## config.mk

```make
export PLATFORM = sky130hd
export DESIGN_NAME = memory_arbiter_flat
export DESIGN_NICKNAME = d
export VERILOG_FILES = /design/src/rtl/memory_arbiter_if.sv /design/src/rtl/memory_arbiter.sv /design/src/flat_wrapper.sv
export SDC_FILE = /design/constraint.sdc
export NUM_CORES = 1
export LEC_CHECK = 0
export BUFFER_PORTS_ARGS = -buffer_cell sky130_fd_sc_hd__buf_2
export CAP_MARGIN = 20
export CORE_AREA = 2 2 98 100
export CTS_CLUSTER_DIAMETER = 50
export CTS_CLUSTER_SIZE = 30
export DETAILED_ROUTE_END_ITERATION = 7
export DIE_AREA = 0 0 100 102
export GPL_ROUTABILITY_DRIVEN = 0
export HOLD_SLACK_MARGIN = 0.15
export PLACE_DENSITY = 0.8
export SYNTH_ARGS = -nofsm -noshare
export SYNTH_HDL_FRONTEND = slang
export SYNTH_SLANG_ARGS = --single-unit
```

## constraint.sdc

```tcl
create_clock -name clk48 -period 1.8 [get_ports clk48]
set_clock_uncertainty 0.15 [all_clocks]
set_input_delay 0.27 -clock clk48 [delete_from_list [all_inputs] [get_ports clk48]]
set_output_delay 0.27 -clock clk48 [all_outputs]
set_load 0.01 [all_outputs]
```

## src/rtl/memory_arbiter_if.sv

```systemverilog
// Core/RAM bus bundle shared by the memory arbiter and whatever drives it.
// The arbiter takes the slave modport; the core-plus-RAM side takes master.
interface memory_arbiter_if #(
  parameter int ADDR_WIDTH = 12
);
  logic                  fetch_req;
  logic [31:0]           fetch_addr;
  logic                  fetch_ready;
  logic                  fetch_valid;
  logic [31:0]           fetch_data;

  logic                  data_req;
  logic [31:0]           data_addr;
  logic [2:0]            data_write_sections;
  logic [31:0]           data_wdata;
  logic                  data_ready;
  logic                  data_valid;
  logic [31:0]           data_rdata;
  logic                  data_fault;

  logic                  ram_en;
  logic [3:0]            ram_we;
  logic [ADDR_WIDTH-3:0] ram_addr;
  logic [31:0]           ram_wdata;
  logic [31:0]           ram_rdata;

  modport slave (
    input  fetch_req, fetch_addr,
    output fetch_ready, fetch_valid, fetch_data,
    input  data_req, data_addr, data_write_sections, data_wdata,
    output data_ready, data_valid, data_rdata, data_fault,
    output ram_en, ram_we, ram_addr, ram_wdata,
    input  ram_rdata
  );

  modport master (
    output fetch_req, fetch_addr,
    input  fetch_ready, fetch_valid, fetch_data,
    output data_req, data_addr, data_write_sections, data_wdata,
    input  data_ready, data_valid, data_rdata, data_fault,
    input  ram_en, ram_we, ram_addr, ram_wdata,
    output ram_rdata
  );
endinterface

```

## src/rtl/memory_arbiter.sv

```systemverilog
// Two-cycle arbiter sharing one 32-bit single-port RAM between fetch and data ports.
// Optional access checking is enabled by defining MEM_ARB_FAULT_EN.
module memory_arbiter #(
  parameter int ADDR_WIDTH   = 12,
  parameter int STARVE_LIMIT = 4
) (
  input  logic              clk48,
  input  logic              reset,
  memory_arbiter_if.slave   bus
);

  localparam int CW = $clog2(STARVE_LIMIT + 1);

  typedef enum logic [2:0] {
    IDLE    = 3'd0,
    GRANT_F = 3'd1,
    GRANT_D = 3'd2,
    RESP_F  = 3'd3,
    RESP_D  = 3'd4
  } state_e;

  state_e                state_q;
  logic [CW-1:0]         starve_q;
  logic                  fetch_ready_q;
  logic                  data_ready_q;
  logic                  fetch_valid_q;
  logic                  data_valid_q;
  logic                  bad_q;
  logic                  ram_en_q;
  logic [3:0]            ram_we_q;
  logic [ADDR_WIDTH-3:0] ram_addr_q;
  logic [31:0]           ram_wdata_q;

  logic                  can_grant_s;
  logic                  pick_f_s;
  logic                  grant_f_s;
  logic                  grant_d_s;
  logic                  f_bad_s;
  logic                  d_bad_s;
  logic [3:0]            d_we_s;
  logic [31:0]           d_wdata_s;

  // Lanes pushed past byte 3 fall off the top rather than wrapping.
  function automatic logic [3:0] lane_we_f(input logic [2:0] sec, input logic [1:0] off);
    logic [3:0] base;
    base = {sec[2], sec[2], sec[1], sec[0]};
    return base << off;
  endfunction

`ifdef MEM_ARB_FAULT_EN
  function automatic logic data_bad_f(input logic [2:0] sec, input logic [31:0] addr);
    logic illegal;
    logic misaligned;
    logic out_of_range;
    illegal      = (sec == 3'b010) || (sec == 3'b100) || (sec == 3'b101) || (sec == 3'b110);
    misaligned   = ((sec == 3'b011) && addr[0]) || ((sec == 3'b111) && (addr[1:0] != 2'b00));
    out_of_range = |addr[31:ADDR_WIDTH];
    return illegal || misaligned || out_of_range;
  endfunction

  assign d_bad_s = data_bad_f(bus.data_write_sections, bus.data_addr);
  assign f_bad_s = (bus.fetch_addr[1:0] != 2'b00) || (|bus.fetch_addr[31:ADDR_WIDTH]);
`else
  assign d_bad_s = 1'b0;
  assign f_bad_s = 1'b0;
`endif

  assign can_grant_s = (state_q == IDLE) || (state_q == RESP_F) || (state_q == RESP_D);
  assign pick_f_s    = bus.fetch_req && (!bus.data_req || (starve_q == CW'(STARVE_LIMIT)));
  assign grant_f_s   = can_grant_s && pick_f_s;
  assign grant_d_s   = can_grant_s && bus.data_req && !pick_f_s;
  assign d_we_s      = lane_we_f(bus.data_write_sections, bus.data_addr[1:0]);
  assign d_wdata_s   = bus.data_wdata << {bus.data_addr[1:0], 3'b000};

  // Arbitration state machine with registered RAM strobes and handshakes.
  always_ff @(posedge clk48 or posedge reset) begin
    if (reset) begin
      state_q       <= IDLE;
      starve_q      <= '0;
      fetch_ready_q <= 1'b0;
      data_ready_q  <= 1'b0;
      fetch_valid_q <= 1'b0;
      data_valid_q  <= 1'b0;
      bad_q         <= 1'b0;
      ram_en_q      <= 1'b0;
      ram_we_q      <= 4'b0000;
      ram_addr_q    <= '0;
      ram_wdata_q   <= 32'h0000_0000;
    end else begin
      fetch_ready_q <= 1'b0;
      data_ready_q  <= 1'b0;
      fetch_valid_q <= 1'b0;
      data_valid_q  <= 1'b0;
      ram_en_q      <= 1'b0;
      ram_we_q      <= 4'b0000;
      ram_addr_q    <= '0;
      ram_wdata_q   <= 32'h0000_0000;

      case (state_q)
        GRANT_F: begin
          state_q       <= RESP_F;
          fetch_valid_q <= 1'b1;
        end
        GRANT_D: begin
          state_q      <= RESP_D;
          data_valid_q <= 1'b1;
        end
        IDLE, RESP_F, RESP_D: begin
          if (grant_f_s) begin
            state_q       <= GRANT_F;
            fetch_ready_q <= 1'b1;
            bad_q         <= f_bad_s;
            ram_en_q      <= !f_bad_s;
            ram_addr_q    <= f_bad_s ? '0 : bus.fetch_addr[ADDR_WIDTH-1:2];
          end else if (grant_d_s) begin
            state_q      <= GRANT_D;
            data_ready_q <= 1'b1;
            bad_q        <= d_bad_s;
            ram_en_q     <= !d_bad_s;
            ram_addr_q   <= d_bad_s ? '0 : bus.data_addr[ADDR_WIDTH-1:2];
            ram_we_q     <= d_bad_s ? 4'b0000 : d_we_s;
            ram_wdata_q  <= d_bad_s ? 32'h0000_0000 : d_wdata_s;
          end else begin
            state_q <= IDLE;
            bad_q   <= 1'b0;
          end
        end
        default: begin
          state_q <= IDLE;
          bad_q   <= 1'b0;
        end
      endcase

      // Count only data wins that actually made fetch wait.
      if (!bus.fetch_req) begin
        starve_q <= '0;
      end else if (grant_f_s) begin
        starve_q <= '0;
      end else if (grant_d_s) begin
        starve_q <= starve_q + CW'(1);
      end else begin
        starve_q <= starve_q;
      end
    end
  end

  assign bus.fetch_ready = fetch_ready_q;
  assign bus.data_ready  = data_ready_q;
  assign bus.fetch_valid = fetch_valid_q;
  assign bus.data_valid  = data_valid_q;
  assign bus.ram_en      = ram_en_q;
  assign bus.ram_we      = ram_we_q;
  assign bus.ram_addr    = ram_addr_q;
  assign bus.ram_wdata   = ram_wdata_q;
  assign bus.fetch_data  = (fetch_valid_q && !bad_q) ? bus.ram_rdata : 32'h0000_0000;
  assign bus.data_rdata  = (data_valid_q && !bad_q) ? bus.ram_rdata : 32'h0000_0000;

`ifdef MEM_ARB_FAULT_EN
  assign bus.data_fault = data_valid_q && bad_q;
`else
  assign bus.data_fault = 1'b0;
`endif

endmodule

```

## src/flat_wrapper.sv

```systemverilog
// flat-port wrapper written by rule: the top's interface ports become plain ports
module memory_arbiter_flat 
#(
  parameter int ADDR_WIDTH   = 12,
  parameter int STARVE_LIMIT = 4
)
  (clk48, reset, bus_fetch_req, bus_fetch_addr, bus_fetch_ready, bus_fetch_valid, bus_fetch_data, bus_data_req, bus_data_addr, bus_data_write_sections, bus_data_wdata, bus_data_ready, bus_data_valid, bus_data_rdata, bus_data_fault, bus_ram_en, bus_ram_we, bus_ram_addr, bus_ram_wdata, bus_ram_rdata);
  memory_arbiter_if #(.ADDR_WIDTH(ADDR_WIDTH)) bus_i ();
  input  logic clk48;
  input  logic reset;
  input wire logic [$bits(bus_i.fetch_req)-1:0] bus_fetch_req;
  input wire logic [$bits(bus_i.fetch_addr)-1:0] bus_fetch_addr;
  output wire logic [$bits(bus_i.fetch_ready)-1:0] bus_fetch_ready;
  output wire logic [$bits(bus_i.fetch_valid)-1:0] bus_fetch_valid;
  output wire logic [$bits(bus_i.fetch_data)-1:0] bus_fetch_data;
  input wire logic [$bits(bus_i.data_req)-1:0] bus_data_req;
  input wire logic [$bits(bus_i.data_addr)-1:0] bus_data_addr;
  input wire logic [$bits(bus_i.data_write_sections)-1:0] bus_data_write_sections;
  input wire logic [$bits(bus_i.data_wdata)-1:0] bus_data_wdata;
  output wire logic [$bits(bus_i.data_ready)-1:0] bus_data_ready;
  output wire logic [$bits(bus_i.data_valid)-1:0] bus_data_valid;
  output wire logic [$bits(bus_i.data_rdata)-1:0] bus_data_rdata;
  output wire logic [$bits(bus_i.data_fault)-1:0] bus_data_fault;
  output wire logic [$bits(bus_i.ram_en)-1:0] bus_ram_en;
  output wire logic [$bits(bus_i.ram_we)-1:0] bus_ram_we;
  output wire logic [$bits(bus_i.ram_addr)-1:0] bus_ram_addr;
  output wire logic [$bits(bus_i.ram_wdata)-1:0] bus_ram_wdata;
  input wire logic [$bits(bus_i.ram_rdata)-1:0] bus_ram_rdata;
  assign bus_i.fetch_req = bus_fetch_req;
  assign bus_i.fetch_addr = bus_fetch_addr;
  assign bus_fetch_ready = bus_i.fetch_ready;
  assign bus_fetch_valid = bus_i.fetch_valid;
  assign bus_fetch_data = bus_i.fetch_data;
  assign bus_i.data_req = bus_data_req;
  assign bus_i.data_addr = bus_data_addr;
  assign bus_i.data_write_sections = bus_data_write_sections;
  assign bus_i.data_wdata = bus_data_wdata;
  assign bus_data_ready = bus_i.data_ready;
  assign bus_data_valid = bus_i.data_valid;
  assign bus_data_rdata = bus_i.data_rdata;
  assign bus_data_fault = bus_i.data_fault;
  assign bus_ram_en = bus_i.ram_en;
  assign bus_ram_we = bus_i.ram_we;
  assign bus_ram_addr = bus_i.ram_addr;
  assign bus_ram_wdata = bus_i.ram_wdata;
  assign bus_i.ram_rdata = bus_ram_rdata;
  memory_arbiter #(.ADDR_WIDTH(ADDR_WIDTH), .STARVE_LIMIT(STARVE_LIMIT)) u_core (.clk48(clk48), .reset(reset), .bus(bus_i));
endmodule
```

# After elaboration in Yosys (flattened, before gate mapping)
# Cells that the tools add are included.
# totals
ff_bits,57
elab_cells,56
out_inout_bits,116
# classes
muxes,26
n_addsub,1
eq_ne,6
n_reduce_logical,11
shifts,2
# op_table
operator,n
2-to-1 mux 32 bit,5
<< shifter 32 x 5 -> 32 bit,1
2-to-1 mux 10 bit,3
2-to-1 mux 3 bit,4
2-to-1 mux 4 bit,3
2-to-1 mux 1 bit,9
one-hot mux 3 bit (3 select lines),1
equality test 3 x 2 -> 1 bit (second input constant),2
equality test 3 bit (second input constant),2
logical AND 1 bit,4
<< shifter 4 x 2 -> 4 bit,1
adder 3 x 1 -> 3 bit (second input constant),1
equality test 3 x 1 -> 1 bit (second input constant),1
zero test 3 bit,1
logical OR 1 bit,3
inequality test 3 x 1 -> 1 bit (second input constant),1
OR reduction 3 bit,1
zero test 1 bit,2
2-to-1 mux 2 bit,1

# Longest topological paths before layout
# Gate-level depths: netlist of the first run.
# logic_depth
ltp_word,8
depth_mapped,7
mapped_depth_nobuf,6

# Least setup slack after synthesis of the first run
# Ideal clock, no wire load.
# synth_path
path_type,register to register
from,reg u_core.starve_q[0]
to,reg u_core.ram_wdata_q[24] (netlist: u_core.bus.ram_wdata[24])
setup_slack_ns,0.239
required_time_ns,1.563
path_stages_with_launch,8
path_buffers,1
setup_ns,0.087
arrival_ns,1.324
period_less_slack_ns,1.561
path_cell_list,dfrtp_1 inv_1 ha_1 a21boi_2 nand2b_2 nand3_1 buf_4 a211oi_2
# synth_via
elab_chain_len,8
# synth_lines
item,line_no,text
from (decl),memory_arbiter.sv:23,logic [CW-1:0] starve_q;
from (signal assigned),memory_arbiter.sv:140,starve_q <= starve_q + CW'(1);
from (signal assigned),memory_arbiter.sv:142,starve_q <= starve_q;
equality test 3 bit *,memory_arbiter.sv:69,assign pick_f_s = bus.fetch_req && (!bus.data_req || (starve_q == CW'(STARVE_LIMIT)));
logical OR 1 bit *,memory_arbiter.sv:69,
logical AND 1 bit *,memory_arbiter.sv:69,
zero test 1 bit,memory_arbiter.sv:71,assign grant_d_s = can_grant_s && bus.data_req && !pick_f_s;
logical AND 1 bit,memory_arbiter.sv:71,
2-to-1 mux 32 bit,memory_arbiter.sv:115,end else if (grant_d_s) begin
2-to-1 mux 32 bit *,memory_arbiter.sv:109,if (grant_f_s) begin
2-to-1 mux 32 bit *,memory_arbiter.sv:99,case (state_q)
to (signal assigned),memory_arbiter.sv:122,ram_wdata_q <= d_bad_s ? 32'h0000_0000 : d_wdata_s;
to (decl),memory_arbiter.sv:32,logic [31:0] ram_wdata_q;
# Mark *: on every way between the ends. The rest lies on a longest branch, timed or not.
# A chain may end at the register's enable or synchronous reset.

# Final worst setup path of the first run
# layout_path
from,reg u_core.starve_q[0]
to,reg u_core.ram_addr_q[2] (netlist: u_core.bus.ram_addr[2])
# layout_via
elab_chain_len,8
# layout_lines
item,line_no,text
equality test 3 bit *,memory_arbiter.sv:69,
logical OR 1 bit *,memory_arbiter.sv:69,
logical AND 1 bit *,memory_arbiter.sv:69,
zero test 1 bit,memory_arbiter.sv:71,
logical AND 1 bit,memory_arbiter.sv:71,
2-to-1 mux 10 bit,memory_arbiter.sv:115,
2-to-1 mux 10 bit *,memory_arbiter.sv:109,
2-to-1 mux 10 bit *,memory_arbiter.sv:99,
to (signal assigned),memory_arbiter.sv:114,ram_addr_q <= f_bad_s ? '0 : bus.fetch_addr[ADDR_WIDTH-1:2];
to (signal assigned),memory_arbiter.sv:120,ram_addr_q <= d_bad_s ? '0 : bus.data_addr[ADDR_WIDTH-1:2];
to (decl),memory_arbiter.sv:31,logic [ADDR_WIDTH-3:0] ram_addr_q;
# Marks and branches as above.

==> results.yml, run 1 <==
clock_network:
  cts_htree_levels: 3
  cts_tree: "built"
  cts.reportedPaths.clkPinSlew_ns: 0.06
  clock_path_buffers: 2
  clk_lat_worst_skew_ns: 0.32
  cts-buffers-inserted: 9
  ctsRootBufferMaster: "sky130_fd_sc_hd__clkbuf_8"
  clkSinkCount: 57
cells_and_area:
  layout-drive-gt1-share_pct: 48.4
  most_common_library_cell_in_the_layout_ignoring_fill_and_taps: "sky130_fd_sc_hd__buf_2"
  multi_input_comb_area_mm2: 0.00147
  fillers: 806
  layout.area.seq_mm2: 0.00143
  area_delta_synth_final_pct: 64.0
  final_nets: 686
  layout.core_utilization_pct: 53.0
  most-common-layout-cells: "sky130_fd_sc_hd__buf_2, sky130_fd_sc_hd__and2_1, sky130_fd_sc_hd__dfrtp_1"
yosys:
  nets_in_the_synthesized_netlist: 436
  synth_edf_count: 0
  syn_area_per_cell_um2: 9.84
  yosys_warnings: 0
  ys.flop_type: "sky130_fd_sc_hd__dfrtp_1"
  synth_largest_type_area_fraction_pct: 48.5
  yosys.area_share.xor_xnor_pct: 0
  synth_top_cell_by_area: "sky130_fd_sc_hd__dfrtp_1"
  synth_seq_area_share_pct: 48.5
  synthSimpleGateAreaFrac_pct: 28.9
  synth_area_in_compound_gates_pct: 11.4
  synth_fa_ha_area_share_pct: 0.851
  post_synth_mux_area_share_pct: 6.13
  synth.ff_latch_count: 57
  synthCells: 299
  ys_types: 30
  total_standard_cell_area_after_synthesis_mm2: 0.00294
  largest_family_of_logic_cells_by_synthesized_area: "simple AND/OR/NAND/NOR gates"
  post_synth_main_area_contributors: "sky130_fd_sc_hd__dfrtp_1, sky130_fd_sc_hd__and2_1, sky130_fd_sc_hd__mux2i_1"
  ys_async_sr_fraction_pct: 100
pwr:
  power.density_mw_per_mm2: 1020
  fin_total_pwr_mw: 4.92
  leakagePower_nw: 2.69
  ir_worst_vdd_mv: 0.435
sta:
  setup_viol_count_final: 0
  setup_tns_ns: 0
  timing.hold.ws_ns: 0.163
  timing.fmax_mhz: 566
  finalMaxSlewViolations: 0
  final_period_utilization_pct: 98.1
  post-route-min-period_ns: 1.77
  timing.final.hold_violations: 0
detailed_routing:
  antenna_violating_nets_left: 0
  first_iter_violations: 155
  drc_errors: 0
  route.vias.total: 3199
  avgRoutedWirePerCell_um: 15.8
  wirelength_um: 10500
  routed_via_density: 4.79
  drt-pass1-iter-count: 4
worst_setup_path:
  timing.reg2reg.setup_slack_ns: 0.03
  crit_type: "register to register"
  startpoint_type: "register"
  crit_path_end_kind: "register"
  worst_r2r_path_depth: 8
  critPathMaxFanout: 11
  cp.arrival_ns: 1.83
  crit-reg2reg-launch: "u_core.starve_q[0]"
  rr_endpoint: "u_core.bus.ram_addr[2]"
  critPathRequiredTime_ns: 1.86
outcome:
  run_status: "finished clean"
global_route:
  antenna_found_initial: 2
  global_route_wire_length_before_repair_um: 15000
  grt_max_degree: 46
  groute.usage.overall_pct: 19.3
  vias_in_the_first_global_route: 3066
  globalRouteOverflowTotal: 0
floorplanning:
  chipWidth_um: 100
  initial_core_util_pct: 32.3
  fp.dieArea_mm2: 0.0102
  fp.dieH_um: 102
  row_count: 35
  io_pins: 251
  design.core.area_mm2: 0.00911
worst_hold_path:
  worstHoldPathType: "input pin to register"
  hp-start: "bus_data_wdata[10]"
  worst_hold_path_cell_count: 3
  hold-path-endpoint: "u_core.bus.ram_wdata[10]"
place:
  dpl.hpwl_um: 7470
  numPortBuffers: 207
run:
  maxCapViolations: 0
==> cell usage after synthesis, types with 2 or more instances <==
| cell | number |
|---|---|
| sky130_fd_sc_hd__a31oi_1 | 10 |
| sky130_fd_sc_hd__dfrtp_1 | 57 |
| sky130_fd_sc_hd__inv_1 | 6 |
| sky130_fd_sc_hd__ha_1 | 2 |
| sky130_fd_sc_hd__o21ai_0 | 2 |
| sky130_fd_sc_hd__buf_4 | 2 |
| sky130_fd_sc_hd__clkbuf_1 | 10 |
| sky130_fd_sc_hd__buf_1 | 2 |
| sky130_fd_sc_hd__mux2i_1 | 18 |
| sky130_fd_sc_hd__nor3b_1 | 13 |
| sky130_fd_sc_hd__nand2_1 | 2 |
| sky130_fd_sc_hd__a211oi_2 | 9 |
| sky130_fd_sc_hd__nor2b_1 | 10 |
| sky130_fd_sc_hd__a21oi_1 | 11 |
| sky130_fd_sc_hd__nor2_1 | 43 |
| sky130_fd_sc_hd__buf_2 | 8 |
| sky130_fd_sc_hd__and2_1 | 73 |
| sky130_fd_sc_hd__nand3_1 | 2 |
| sky130_fd_sc_hd__a211oi_1 | 8 |
==> cells by family (layout without fill, tap and decap cells) <==
kind of cell / after synthesis / after routing
adder cells (fa/ha/maj): 2 / 2
multiplexers: 18 / 18
buffers and inverters: 28 / 282
AO/OA/AOI/OAI: 43 / 43
other: 1 / 4
AND/OR/NAND/NOR: 150 / 151
flip-flops: 57 / 57
==> layer usage <==
metal	GRT usage [%]	share of wire, %	up-vias
met5	0	0	-
met4	9.80	2.6	0
met3	6.36	8.7	14
met2	36.4	55	180
met1	18.9	34	1506
li1	-	-	1499
==> worst max path at each step <==
stage                       start                       end  slack [ns]  depth (start not counted)
2_1_floorplan  u_core.starve_q[0]  u_core.bus.ram_wdata[24]        0.24                          7
3_3_place_gp   u_core.starve_q[0]   u_core.bus.ram_wdata[3]        0.08                          6
3_5_place_dp   u_core.starve_q[0]  u_core.bus.ram_wdata[29]     -0.0007                          7
4_1_cts        u_core.starve_q[0]  u_core.bus.ram_wdata[29]        0.02                          7
5_1_grt         u_core.state_q[0]  u_core.bus.ram_wdata[30]       -0.09                          5
6_report       u_core.starve_q[0]    u_core.bus.ram_addr[2]        0.03                          8
==> repair_timing <==
item / 4_1_cts / 5_1_grt
resized for setup: 2 / 13
buffers inserted: 3 / 1
endpoints found under the hold margin: 97 / 0
gates cloned: 0 / 2
endpoints found under the setup margin: 3 / 31
pin swaps: 1 / 3
hold buffers: 31 / 0
==> per-stage QoR <==
step / cells / worst slack, ns / area, um2
global route: 667 / -0.0886 / 4820
detailed placement: 612 / -0.000710 / 4170
floorplan: 299 / 0.239 / 2950
global placement: 612 / 0.0829 / 4170
finish: 668 / 0.0334 / 4820
CTS: 662 / 0.0190 / 4710
==> registers in the layout (all words and copies together) (netlist names) <==
register / flops
u_core.bus.ram_wdata: 32
u_core.bus.ram_addr: 10
u_core.bus.ram_we: 4
u_core.starve_q: 3
u_core.state_q: 3
u_core.bus.data_ready: 1
u_core.bus.data_valid: 1
u_core.bus.fetch_ready: 1
u_core.bus.fetch_valid: 1
u_core.bus.ram_en: 1
==> area by class of cell <==
type,count,share of cell area [%]
Tap cell,111,2.88
Antenna cell,3,0.156
Timing Repair Buffer,260,32.4
Sequential cell,57,29.6
Multi-Input combinational cell,215,30.4
Clock inverter,5,1.14
Clock buffer,11,2.93
Inverter,6,0.545
==> critical path: stages (launching register included) <==
cell and delay (ns):
sky130_fd_sc_hd__dfrtp_1 0.39, sky130_fd_sc_hd__inv_1 0.11, sky130_fd_sc_hd__ha_2 0.20, sky130_fd_sc_hd__a21boi_2 0.07
sky130_fd_sc_hd__nand2b_4 0.16, sky130_fd_sc_hd__buf_4 0.15, sky130_fd_sc_hd__buf_6 0.14, sky130_fd_sc_hd__a31oi_1 0.21
sky130_fd_sc_hd__nor2_1 0.07
==> power by group <==
part / switching (mW) / internal, mW
Combinational: 1.18 / 0.962
Clock: 0.510 / 0.672
Sequential: 0.0940 / 1.50
Total: 1.78 / 3.14
Power figures use the tool's default switching activity.
==> inputs of run 2 (changes only) <==
--- a/config.mk
+++ b/config.mk
@@ -8,6 +8,7 @@
 export BUFFER_PORTS_ARGS = -buffer_cell sky130_fd_sc_hd__buf_2
 export CAP_MARGIN = 20
 export CORE_AREA = 2 2 98 100
+export CTS_BUF_LIST = sky130_fd_sc_hd__clkbuf_16
 export CTS_CLUSTER_DIAMETER = 50
 export CTS_CLUSTER_SIZE = 30
 export DETAILED_ROUTE_END_ITERATION = 7
==> constraint.sdc (replaced) <==
create_clock -name clk48 -period 1.55 [get_ports clk48]
set_clock_uncertainty 0.15 [all_clocks]
set_input_delay 0.2325 -clock clk48 [delete_from_list [all_inputs] [get_ports clk48]]
set_output_delay 0.2325 -clock clk48 [all_outputs]
set_load 0.01 [all_outputs]
==> results.yml, run 2 (synthesized netlist as in run 1, its figures left out) <==
sta:
  post-route-min-period_ns: 1.67
  relSlewSlack_pct: 34.9
  timing.hold.ws_ns: 0.161
  finalMaxSlewViolations: 0
  timing.final.hold_violations: 0
  least_margin_pin_slew_ns: 0.974
  setup_viol_count_final: 99
  postLayoutSetupSlackWorst_ns: -0.119
  rsz0062_at_grt: "true"
  final_period_utilization_pct: 108
  timing.fmax_mhz: 599
detailed_routing:
  antenna_violating_nets_left: 0
  first_iter_violations: 163
  avgRoutedWirePerCell_um: 18.1
  drc_errors: 0
  drt-pass1-iter-count: 4
  routed_via_density: 4.95
  wirelength_um: 12300
  route.vias.total: 3354
worst_setup_path:
  crit_path_cell_trace: "inv_2 > ha_4 > a21boi_4 > nand2b_4 > nand3_4 > buf_12 > a211oi_4"
  critPathMaxFanout: 5
  crit-reg2reg-launch: "u_core.starve_q[0]"
  crit_type: "register to register"
  slowest_library_cell_on_the_worst_path: "sky130_fd_sc_hd__dfrtp_1"
  critPathLaunch: "u_core.starve_q[0]"
  critPathRequiredTime_ns: 1.62
  cpPeakStageDelay_ns: 0.36
  crit_path_end_kind: "register"
  startpoint_type: "register"
  rr_endpoint: "u_core.bus.ram_wdata[26]"
  timing.reg2reg.setup_slack_ns: -0.12
  worst_r2r_path_depth: 7
  setup.worst_path.end: "u_core.bus.ram_wdata[26]"
  cp.arrival_ns: 1.74
clock_network:
  cts_htree_levels: 3
  clk_lat_worst_skew_ns: 0.31
  clkSinkCount: 57
  cts.reportedPaths.clkPinSlew_ns: 0.05
  clock_path_buffers: 2
  cts_tree: "built"
  cts-buffers-inserted: 9
  ctsRootBufferMaster: "sky130_fd_sc_hd__clkbuf_16"
place:
  place_ws_ns: -0.163
  dpl-instance-area_mm2: 0.00421
  dpl.hpwl_um: 7810
  numPortBuffers: 207
  cell_total_after_placement: 615
cells_and_area:
  area_delta_synth_final_pct: 88.9
  max_reg_flops: 32
  final_nets: 696
  most-common-layout-cells: "sky130_fd_sc_hd__buf_2, sky130_fd_sc_hd__dfrtp_1, sky130_fd_sc_hd__and2_4"
  multi_input_comb_area_mm2: 0.00164
  most_common_library_cell_in_the_layout_ignoring_fill_and_taps: "sky130_fd_sc_hd__buf_2"
  post-route-cell-area_mm2: 0.00556
  layout.area.seq_mm2: 0.00143
  final_cell_count_no_fill: 677
  fillers: 722
  layout-drive-gt1-share_pct: 60.6
pwr:
  switching_power_mw: 2.47
  power_report.internal_total_mw: 5.11
  combPwrFrac_pct: 47.7
  leakagePower_nw: 2.95
  clock_power_share_pct: 27.1
  share_seq_of_total_power_pct: 25.2
  power.density_mw_per_mm2: 1360
  ir_worst_vdd_mv: 0.710
  switching_share_pct: 32.6
global_route:
  groute.usage.overall_pct: 22.0
  grt_max_degree: 29
  vias_in_the_first_global_route: 3357
  globalRouteOverflowTotal: 0
  global_route_wire_length_before_repair_um: 17000
  antenna_found_initial: 2
outcome:
  run_status: "complete, but fails checks"
  failed_checks: "setup timing"
floorplanning:
  fp.dieArea_mm2: 0.0102
  design.core.area_mm2: 0.00911
  fp.dieH_um: 102
  chipWidth_um: 100
  initial_core_util_pct: 32.3
  row_count: 35
  io_pins: 251
worst_hold_path:
  worstHoldPathType: "input pin to register"
run:
  maxCapViolations: 0
[run 2: timing repair]
item / CTS / global route
setup endpoints to repair: 105 / 117
hold buffers: 29 / 0
buffers inserted: 10 / 1
resized for setup: 49 / 84
pin swaps: 13 / 10
gates cloned: 1 / 3
endpoints found under the hold margin: 82 / 0
[run 2: worst min-delay path by stage]
stage / from / end / cells past startpoint
after global routing: bus_data_wdata[13] / u_core.bus.ram_wdata[13] / 3
final: bus_data_wdata[13] / u_core.bus.ram_wdata[13] / 3
after CTS: bus_data_wdata[16] / u_core.bus.ram_wdata[24] / 3
after global placement: reset / u_core.bus.ram_wdata[23] / 2
after detailed placement: reset / u_core.bus.fetch_ready / 2
after floorplan: reset / u_core.bus.data_ready / 1
[run 2: stage by stage]
| stage | util, % | power [mW] | setup TNS [ns] |
|---|---|---|---|
| floorplan | - | 3.16 | -0.0814 |
| global placement | 46.3 | 4.16 | -0.967 |
| detailed placement | 46.3 | 4.24 | -2.87 |
| CTS | 56.2 | 6.99 | -5.25 |
| global route | 61.0 | 7.94 | -11.38 |
| finish | 61.0 | 7.57 | -7.10 |
[run 2: worst max-delay path: cells and delay by family, from the launching register on]
family          cells  cell delay [ns]
compound gates      2             0.34
buf+inv             2             0.24
flops               1             0.36
fa+ha+maj           1             0.17
simple gates        2             0.32
[run 2: metal layers]
layer | GRT usage [%] | part of all wire, %
met1 | 21.1 | 33
met2 | 45.1 | 57
met3 | 4.24 | 6.6
met4 | 9.48 | 3.5
met5 | 0 | 0
[run 2: power groups by stage]
| stage | Clock, mW | Sequential (mW) | Combinational, mW |
|---|---|---|---|
| floorplan | 0 | 2.00 | 1.17 |
| detailed placement | 0 | 2.02 | 2.22 |
| global route | 2.15 | 1.94 | 3.85 |
| finish | 2.05 | 1.91 | 3.61 |
| CTS | 2.08 | 1.90 | 3.01 |
| global placement | 0 | 1.99 | 2.16 |
[run 2: cell type report]
| cell class | count | area share, % |
|---|---|---|
| Clock buffer | 9 | 4.05 |
| Timing Repair Buffer | 271 | 36.1 |
| Multi-Input combinational cell | 214 | 29.5 |
| Sequential cell | 57 | 25.8 |
| Clock inverter | 7 | 1.55 |
| Tap cell | 111 | 2.50 |
| Antenna cell | 2 | 0.0901 |
| Inverter | 6 | 0.473 |
==> inputs of run 3 (changes only) <==
--- a/config.mk
+++ b/config.mk
@@ -7,15 +7,15 @@
 export LEC_CHECK = 0
 export BUFFER_PORTS_ARGS = -buffer_cell sky130_fd_sc_hd__buf_2
 export CAP_MARGIN = 20
-export CORE_AREA = 2 2 98 100
-export CTS_BUF_LIST = sky130_fd_sc_hd__clkbuf_16
+export CORE_AREA = 2 2 97 99
+export CTS_BUF_LIST = sky130_fd_sc_hd__clkbuf_8
 export CTS_CLUSTER_DIAMETER = 50
 export CTS_CLUSTER_SIZE = 30
 export DETAILED_ROUTE_END_ITERATION = 7
-export DIE_AREA = 0 0 100 102
+export DIE_AREA = 0 0 99 101
 export GPL_ROUTABILITY_DRIVEN = 0
 export HOLD_SLACK_MARGIN = 0.15
-export PLACE_DENSITY = 0.8
+export PLACE_DENSITY = 0.82
 export SYNTH_ARGS = -nofsm -noshare
 export SYNTH_HDL_FRONTEND = slang
 export SYNTH_SLANG_ARGS = --single-unit
==> results.yml, run 3 (synthesized netlist as in run 1, its figures left out) <==
pwr:
  switching_share_pct: 35.7
  power.density_mw_per_mm2: 1280
  combPwrFrac_pct: 57.1
  leakagePower_nw: 3.04
  ir_worst_vdd_mv: 0.559
  switching_power_mw: 2.69
  clock_power_share_pct: 17.2
  power_report.internal_total_mw: 4.85
  share_seq_of_total_power_pct: 25.7
detailed_routing:
  wirelength_um: 13700
  route.layer.met1.wl_um: 4700
  drc_errors: 0
  met3_wirelength_um: 1070
  met2_wirelength_um: 7540
  avgRoutedWirePerCell_um: 19.8
  drt-pass1-iter-count: 5
  dr.max_layer_used: "met4"
  route.vias.total: 3437
  antenna_violating_nets_left: 0
  routed_via_density: 4.99
  first_iter_violations: 121
floorplanning:
  fp.dieH_um: 101
  row_count: 35
  chipWidth_um: 99
  fp.dieArea_mm2: 0.0100
  io_pins: 251
  initial_core_util_pct: 32.8
  design.core.area_mm2: 0.00898
clock_network:
  ctsRootBufferMaster: "sky130_fd_sc_hd__clkbuf_8"
  cts.reportedPaths.clkPinSlew_ns: 0.06
  clkSinkCount: 57
  cts_htree_levels: 3
  clock_path_buffers: 2
  cts-buffers-inserted: 9
  cts_tree: "built"
  clk_lat_worst_skew_ns: 0.34
worst_setup_path:
  critPathMaxFanout: 5
  crit-reg2reg-launch: "u_core.starve_q[1]"
  critPathRequiredTime_ns: 1.65
  rr_endpoint: "u_core.bus.ram_wdata[29]"
  cp.arrival_ns: 1.82
  crit_path_end_kind: "register"
  worst_r2r_path_depth: 7
  timing.reg2reg.setup_slack_ns: -0.18
  startpoint_type: "register"
  crit_type: "register to register"
cells_and_area:
  max_reg_flops: 32
  final_nets: 711
  area_delta_synth_final_pct: 100
  most-common-layout-cells: "sky130_fd_sc_hd__buf_2, sky130_fd_sc_hd__buf_6, sky130_fd_sc_hd__and2_4"
  fillers: 652
  layout.core_utilization_pct: 65.6
  layout.area.seq_mm2: 0.00143
  final_cell_count_no_fill: 689
  post-route-cell-area_mm2: 0.00589
  most_common_library_cell_in_the_layout_ignoring_fill_and_taps: "sky130_fd_sc_hd__buf_2"
  multi_input_comb_area_mm2: 0.00180
  antenna-diode-count: 0
  layout-drive-gt1-share_pct: 65.7
sta:
  post-route-min-period_ns: 1.73
  final_period_utilization_pct: 112
  timing.final.hold_violations: 0
  timing.fmax_mhz: 578
  timing.hold.ws_ns: 0.158
  setup_viol_count_final: 116
  finalMaxSlewViolations: 0
  rsz0062_at_grt: "true"
  relSlewSlack_pct: 41.3
  postLayoutSetupSlackWorst_ns: -0.179
  least_margin_pin_slew_ns: 0.878
place:
  numPortBuffers: 207
  dpl.hpwl_um: 7510
  dpl-instance-area_mm2: 0.00422
  place_ws_ns: -0.234
  cell_total_after_placement: 616
run:
  maxCapViolations: 0
global_route:
  vias_in_the_first_global_route: 3316
  grt_max_degree: 58
  antenna_found_initial: 0
  globalRouteOverflowTotal: 0
  groute.usage.overall_pct: 22.4
  global_route_wire_length_before_repair_um: 17400
worst_hold_path:
  hp-start: "bus_data_wdata[21]"
  hold-path-endpoint: "u_core.bus.ram_wdata[21]"
  worst_hold_path_cell_count: 5
  worstHoldPathType: "input pin to register"
outcome:
  run_status: "complete, but fails checks"
  failed_checks: "setup timing"
-- run 3: what timing repair did --
item / CTS / global route
gates cloned: 5 / 5
resized for setup: 76 / 123
endpoints found under the hold margin: 100 / 0
hold buffers: 36 / 0
pin swaps: 27 / 25
buffers inserted: 8 / 4
endpoints found under the setup margin: 116 / 118
-- run 3: power groups by stage --
| stage | sequential [mW] | combinational [mW] | clock, mW |
|---|---|---|---|
| 6_report | 1.94 | 4.31 | 1.30 |
| 5_1_grt | 1.96 | 4.53 | 1.38 |
| 4_1_cts | 1.89 | 3.19 | 1.30 |
| 3_5_place_dp | 2.01 | 2.24 | 0 |
| 3_3_place_gp | 1.99 | 2.19 | 0 |
| 2_1_floorplan | 2.00 | 1.17 | 0 |
-- run 3: how the worst max path moves through the flow --
stage,startpoint,to,cells after the start
6_report,u_core.starve_q[1],u_core.bus.ram_wdata[29],7
5_1_grt,u_core.starve_q[0],u_core.bus.ram_addr[8],8
4_1_cts,u_core.bus.data_valid,bus_data_rdata[6],3
3_5_place_dp,u_core.starve_q[0],u_core.bus.ram_wdata[4],7
3_3_place_gp,u_core.starve_q[0],u_core.bus.ram_wdata[4],7
2_1_floorplan,u_core.starve_q[0],u_core.bus.ram_wdata[0],6
-- run 3: stage by stage --
stage	setup TNS, ns	power [mW]
after floorplan	-0.0814	3.16
after global placement	-2.69	4.18
after detailed placement	-4.50	4.25
after CTS	-9.13	6.38
after global routing	-16.86	7.87
final	-12.57	7.54
-- run 3: metal layers --
metal | vias up | GRT usage [%]
met2 | 214 | 42.2
met4 | 0 | 6.22
met3 | 31 | 6.52
met5 | - | 0
li1 | 1549 | -
met1 | 1643 | 24.3
-- run 3: critical path: stages, from the launching register on --
cell and delay, ns:
sky130_fd_sc_hd__dfrtp_1 0.39, sky130_fd_sc_hd__inv_2 0.07, sky130_fd_sc_hd__ha_4 0.17, sky130_fd_sc_hd__a21boi_4 0.16
sky130_fd_sc_hd__nand2b_4 0.19, sky130_fd_sc_hd__nand3_4 0.16, sky130_fd_sc_hd__clkbuf_16 0.21, sky130_fd_sc_hd__a211oi_2 0.14
-- run 3: final cells by class --
type	instances	share of cell area, %
Clock buffer	12	2.80
Clock inverter	3	0.255
Inverter	6	0.446
Multi-Input combinational cell	215	30.5
Sequential cell	57	24.3
Tap cell	111	2.36
Timing Repair Buffer	285	39.3
